## config.mk

```make
export PLATFORM = sky130hd
export DESIGN_NAME = mem_port_arbiter
export DESIGN_NICKNAME = d
export VERILOG_FILES = /design/src/rtl/mem_arb_pkg.sv /design/src/rtl/arb_priority_pick.sv /design/src/rtl/mem_port_arbiter.sv
export SDC_FILE = /design/constraint.sdc
export NUM_CORES = 1
export LEC_CHECK = 0
export CAP_MARGIN = 20
export CORE_ASPECT_RATIO = 1.25
export CORE_MARGIN = 5
export CORE_UTILIZATION = 43
export DETAILED_ROUTE_END_ITERATION = 16
export HOLD_SLACK_MARGIN = 0.06
export PLACE_DENSITY = 0.86
export SETUP_SLACK_MARGIN = 0.5
export SYNTH_ARGS = -nofsm -noshare
export SYNTH_HDL_FRONTEND = slang
export SYNTH_SLANG_ARGS = --single-unit
```

## constraint.sdc

```tcl
create_clock -name _clk -period 4.95 [get_ports _clk]
set_clock_uncertainty 0.15 [all_clocks]
set_input_delay 1.2375 -clock _clk [delete_from_list [all_inputs] [get_ports _clk]]
set_output_delay 1.2375 -clock _clk [all_outputs]
set_load 0.02 [all_outputs]
```

## src/rtl/mem_arb_pkg.sv

```systemverilog
// Shared types for the unified instruction/data memory port arbiter.
package mem_arb_pkg;

  localparam int XLEN = 32;

  typedef enum logic [1:0] {
    ARB_IDLE,
    ARB_WAIT,
    ARB_RESP
  } arb_state_e;

  typedef enum logic {
    OWN_FETCH,
    OWN_LSU
  } owner_e;

endpackage

```

## src/rtl/arb_priority_pick.sv

```systemverilog
// Combinational winner selection between fetch and LSU for one memory slot.
module arb_priority_pick #(
  parameter int STARVE_LIMIT = 4,
  parameter int STARVE_W     = 3
) (
  input  logic                grant_en,
  input  logic                fetch_req,
  input  logic                fetch_flush,
  input  logic                lsu_req,
  input  logic [STARVE_W-1:0] starve_cnt,
  output logic                fetch_gnt,
  output logic                lsu_gnt
);

  localparam logic [STARVE_W-1:0] STARVE_MAX = STARVE_W'(STARVE_LIMIT);

  logic fetch_live;
  logic fetch_priority;

  always_comb begin
    // A flushed fetch is treated as absent so it can never take the slot.
    fetch_live     = fetch_req & ~fetch_flush;
    fetch_priority = (starve_cnt == STARVE_MAX);
    lsu_gnt        = grant_en & lsu_req & ~(fetch_live & fetch_priority);
    fetch_gnt      = grant_en & fetch_live & (~lsu_req | fetch_priority);
  end

endmodule

```

## src/rtl/mem_port_arbiter.sv

```systemverilog
// Shares one fixed-latency single-port memory between the fetcher and the LSU,
// one access in flight at a time, routing load data back to the owner.
module mem_port_arbiter
  import mem_arb_pkg::*;
#(
  parameter int MEM_LATENCY  = 1,
  parameter int STARVE_LIMIT = 4
) (
  input  logic            _clk,
  input  logic            _reset,
  input  logic            _fetch_req,
  input  logic [XLEN-1:0] _fetch_addr,
  input  logic            _fetch_flush,
  output logic            fetch_gnt_,
  output logic            fetch_rvalid_,
  output logic [XLEN-1:0] fetch_rdata_,
  input  logic            _lsu_req,
  input  logic            _lsu_we,
  input  logic [XLEN-1:0] _lsu_addr,
  input  logic [XLEN-1:0] _lsu_wdata,
  output logic            lsu_gnt_,
  output logic            lsu_rvalid_,
  output logic [XLEN-1:0] lsu_rdata_,
  output logic [XLEN-1:0] mem_vptr_,
  output logic            mem_we_,
  output logic [XLEN-1:0] mem_sw_data_,
  input  logic [XLEN-1:0] _mem_lw_data
);

  localparam int CNT_W    = (MEM_LATENCY > 1) ? $clog2(MEM_LATENCY) : 1;
  localparam int STARVE_W = $clog2(STARVE_LIMIT + 2);
  localparam logic [CNT_W-1:0]    CNT_LOAD   = CNT_W'(MEM_LATENCY - 1);
  localparam logic [STARVE_W-1:0] STARVE_MAX = STARVE_W'(STARVE_LIMIT);

  arb_state_e          state_reg, state_next;
  logic [CNT_W-1:0]    cnt_reg, cnt_next;
  owner_e              owner_reg, owner_next;
  logic                write_reg, write_next;
  logic                flush_pend_reg, flush_pend_next;
  logic [STARVE_W-1:0] starve_reg, starve_next;
  logic [XLEN-1:0]     vptr_reg, sw_data_reg;
  logic [XLEN-1:0]     fetch_rdata_reg, lsu_rdata_reg;

  logic grant_en;
  logic any_gnt;
  logic fetch_live;
  logic capture;
  logic fetch_drop;

  assign grant_en = ((state_reg == ARB_IDLE) || (state_reg == ARB_RESP)) && !_reset;

  arb_priority_pick #(
    .STARVE_LIMIT (STARVE_LIMIT),
    .STARVE_W     (STARVE_W)
  ) u_pick (
    .grant_en    (grant_en),
    .fetch_req   (_fetch_req),
    .fetch_flush (_fetch_flush),
    .lsu_req     (_lsu_req),
    .starve_cnt  (starve_reg),
    .fetch_gnt   (fetch_gnt_),
    .lsu_gnt     (lsu_gnt_)
  );

  assign any_gnt    = fetch_gnt_ | lsu_gnt_;
  assign fetch_live = _fetch_req & ~_fetch_flush;
  assign capture    = (state_reg == ARB_WAIT) && (cnt_reg == '0);
  // A flush arriving in the very cycle the data is valid still drops it.
  assign fetch_drop = flush_pend_reg | _fetch_flush;

  always_comb begin
    state_next      = state_reg;
    cnt_next        = cnt_reg;
    owner_next      = owner_reg;
    write_next      = write_reg;
    flush_pend_next = flush_pend_reg;
    starve_next     = starve_reg;

    case (state_reg)
      ARB_IDLE, ARB_RESP: begin
        if (any_gnt) begin
          state_next      = ARB_WAIT;
          cnt_next        = CNT_LOAD;
          owner_next      = lsu_gnt_ ? OWN_LSU : OWN_FETCH;
          write_next      = _lsu_we & lsu_gnt_;
          flush_pend_next = 1'b0;
        end else begin
          state_next = ARB_IDLE;
        end
      end
      ARB_WAIT: begin
        if ((owner_reg == OWN_FETCH) && _fetch_flush) flush_pend_next = 1'b1;
        if (cnt_reg == '0) state_next = ARB_RESP;
        else               cnt_next   = cnt_reg - CNT_W'(1);
      end
      default: state_next = ARB_IDLE;
    endcase

    if (fetch_gnt_)
      starve_next = '0;
    else if (lsu_gnt_ && fetch_live && (starve_reg != STARVE_MAX))
      starve_next = starve_reg + STARVE_W'(1);
  end

  always_comb begin
    mem_we_      = _lsu_we & lsu_gnt_;
    mem_vptr_    = vptr_reg;
    mem_sw_data_ = sw_data_reg;
    if (any_gnt) begin
      mem_vptr_    = lsu_gnt_ ? _lsu_addr : _fetch_addr;
      mem_sw_data_ = _lsu_wdata;
    end
  end

  always_ff @(posedge _clk) begin
    if (_reset) begin
      state_reg       <= ARB_IDLE;
      cnt_reg         <= '0;
      owner_reg       <= OWN_FETCH;
      write_reg       <= 1'b0;
      flush_pend_reg  <= 1'b0;
      starve_reg      <= '0;
      vptr_reg        <= '0;
      sw_data_reg     <= '0;
      fetch_rdata_reg <= '0;
      lsu_rdata_reg   <= '0;
    end else begin
      state_reg      <= state_next;
      cnt_reg        <= cnt_next;
      owner_reg      <= owner_next;
      write_reg      <= write_next;
      flush_pend_reg <= flush_pend_next;
      starve_reg     <= starve_next;
      if (any_gnt) begin
        vptr_reg    <= mem_vptr_;
        sw_data_reg <= _lsu_wdata;
      end
      if (capture) begin
        if ((owner_reg == OWN_FETCH) && !fetch_drop) fetch_rdata_reg <= _mem_lw_data;
        if ((owner_reg == OWN_LSU) && !write_reg)    lsu_rdata_reg   <= _mem_lw_data;
      end
    end
  end

  assign fetch_rvalid_ = (state_reg == ARB_RESP) && (owner_reg == OWN_FETCH) && !flush_pend_reg;
  assign lsu_rvalid_   = (state_reg == ARB_RESP) && (owner_reg == OWN_LSU);
  assign fetch_rdata_  = fetch_rdata_reg;
  assign lsu_rdata_    = lsu_rdata_reg;

endmodule

```

==> results by group <==
Synth
  – Compound-Gate Fraction of Synth Area: 0.157
  – Average size of a mapped cell: a little under 9 um2
  – Netlist cell types: 32
  – Warnings from Yosys: 0
  – Register bit total from synthesis: ~140
  – Adder-cell share of the synthesized area: 0.00478
  – Seq/Total Area, Yosys: 0.520
  – Largest family of logic cells by synthesized area: simple AND/OR/NAND/NOR gates
  – Mapped Area: about 0.0052 mm2
  – Synth Instances: roughly 600
  – Mux cell area share after synthesis: 0.0689
  – Post-synthesis simple-gate area fraction: 0.206
  – Synthesized Nets: 739
  – Xor/xnor share of the synthesized area: 0

Detailed routing
  – WL per Instance: ~17 um
  – ANT nets after route: 0
  – Initial DRC count: roughly 180
  – Vias per cell: roughly 5.0
  – Vias post-DR: 5216
  – Final WL: approximately 17 mm
  – TritonRoute pass-1 iters: 5
  – DRC violations left: 0

Setup path
  – CP endpoint kind: output port
  – Critical path class: in -> out
  – Critical path data required time: ~3.6 ns
  – WP data arrival: between 3 and 4 ns
  – Slowest stage cell, crit path: clkdlybuf4s50_1
  – Crit path cell chain: clkdlybuf4s50_1, nor2b_4, o21ai_4, buf_12, buf_12, mux2_1, dlygate4sd2_1
  – Register-to-register setup slack: ~2.8 ns
  – Slowest stage delay, CP: between 0.4 and 0.5 ns
  – Critical path startpoint category: primary input
  – CP most frequent cell: buf_12
  – Worst-path maximum fanout: 17

Placed design
  – RePlAce Congestion: around 0.83
  – Dpl hpwl: about 12 mm
  – Port bufs: 266

Power and ir drop
  – Sequential power share: 0.394
  – Combinational power share: 0.162
  – Leak: approximately 3.6 nW
  – Switch share: 0.244
  – Peak supply drop: a little over 200 uV
  – Psw: 0.719 mW
  – Clock share of power: 0.444
  – Pwr/cell area: around 340 mW/mm2
  – Power Internal: 2.22 mW

Clock tree
  – CTS sink cnt: 136
  – Clk root buf: clkbuf_16
  – H-tree depth: 4
  – Reg clk slew, reported paths: around 0.050 ns
  – Clock buffer depth: 2
  – Clock Latency Late Sink: 0.40 ns
  – CTS tree: done
  – TritonCTS Buffers: 17

Flow run
  – Max Cap Violations: 0

Timing
  – Final Cycle Share: 0.904
  – Final setup viols: 0
  – Setup tns final: 0 ns
  – RSZ-0062 raised after global routing: true
  – Worst rel slew slack: 0.478
  – Final min period: about 4.5 ns
  – Worst slew pin tran: approximately 0.8 ns
  – Fin. Hold Viols: 0
  – Final Max Tran Viols: 0
  – Fmax: ~220 MHz
  – Hold_ws: 0.302 ns

Cells and area
  – Filler cells: 931
  – Layout cells sized above 1: 0.109
  – Nets: 1003
  – P&R area growth vs syn: 66.6%
  – Multi-input logic area: between 0.002 and 0.0025 mm2
  – FF/Latch Area: approximately 0.0027 mm2

GRT
  – Largest net degree at the start of global routing: 77
  – All-Layer GR Usage: 0.227
  – Antenna violations before repair: 1
  – Vias in the first global route: a little over 5000
  – First-pass GRT wire length: about 26 mm
  – GR Overflow Total: 0

Die
  – Die width: between 100 and 150 um
  – Initial Utilization: 0.434
  – Die ar.: 0.0145 mm2
  – Core area: roughly 0.012 mm2
  – Row Count: 45
  – Die height: 133 um
  – Io pins: roughly 270

Run status
  – Status: completed

Worst hold path
  – Hold Crit Class: reg -> reg
==> final timing paths <==
kind,cells after the start,endpoint,startpoint
max,7,mem_sw_data_[20],_fetch_req
min reg2reg,2,lsu_rdata_[5],lsu_rdata_[5]
max reg2reg,5,fetch_rdata_[29],state_reg[0]
min,2,lsu_rdata_[5],lsu_rdata_[5]
==> per-stage QoR <==
step                 util  cell area [um2]  worst slack, ns  std cells  power [mW]
global placement    0.667             8040            0.225       1003        1.66
finish              0.724             8720            0.476       1044        2.94
detailed placement  0.667             8040            0.192       1003        1.67
floorplan               -             5230             1.20        603        1.40
global route        0.724             8720            0.371       1044        3.05
CTS                 0.717             8640            0.278       1037        2.95
==> synth_stat cells, drive strengths merged <==
master   number  area [um2]
buf          29         163
nor4          1        12.5
inv           3        11.3
and3b         1        8.76
o21ai         2        13.8
o211a         1        10.0
nor4b         1        8.76
a22oi        34         255
ha            2        25.0
and2          1        6.26
nand2       193         724
nand2b        2        15.0
a21bo         1        10.0
dfxtp       136        2720
or4b          1        13.8
nor2          9        36.3
or3b          1        8.76
a21oi       101         505
nor2b        33         206
a2111oi       1        27.5
nor3b         2        20.0
clkbuf       14        52.6
mux2         32         360
or4           1        7.51
nand3b        1        7.51
==> power groups by stage <==
stage / sequential, mW / combinational (mW) / clock, mW
after floorplan: 1.19 / 0.204 / 0
after global placement: 1.18 / 0.483 / 0
after detailed placement: 1.18 / 0.487 / 0
after CTS: 1.16 / 0.465 / 1.32
after global routing: 1.16 / 0.509 / 1.38
final: 1.16 / 0.476 / 1.31
==> layer usage <==
layer,vias up,wire length (um),GRT usage
met1,2428,6110,0.231
met4,0,600,0.0884
li1,2542,-,-
met2,207,9070,0.405
met3,39,1500,0.0940
met5,-,0,0
==> cell families after synthesis <==
kind of cell             after synthesis
AO/OA/AOI/OAI                        140
flip-flops                           136
adder cells (fa/ha/maj)                2
buffers and inverters                 46
multiplexers                          32
AND/OR/NAND/NOR                      247
==> critical path: cells and delay by family <==
| family | cells | cell delay (ns) |
|---|---|---|
| compound gates | 1 | 0.19 |
| simple gates | 1 | 0.18 |
| mux | 1 | 0.35 |
| buf+inv | 4 | 1.11 |
==> what timing repair did <==
item / CTS / global route
setup endpoints to repair: 65 / 66
hold buffers: 0 / 0
cloned: 1 / 1
pin swaps: 2 / 2
resized for setup: 59 / 83
buffers inserted: 2 / 5
==> cell type report <==
cell class | instances | share of cell area
multi-input combinational | 421 | 0.271
clock buffer | 20 | 0.0501
timing repair buffer | 288 | 0.322
antenna | 1 | 0.000287
inverter | 3 | 0.00129
tap | 164 | 0.0235
sequential | 136 | 0.312
clock inverter | 11 | 0.0201
==> cells in the final DEF, fill, tap and decap left out, types with 18 or more instances in the layout <==
cell type / n
a21oi_1: 101
clkdlybuf4s50_1: 198
nand2_1: 193
mux2_1: 31
dfxtp_1: 136
clkbuf_2: 26
a22oi_1: 26
dlygate4sd2_1: 22
clkbuf_16: 18
nor2b_1: 32
No activity file was read; power rests on OpenSTA's default activity.
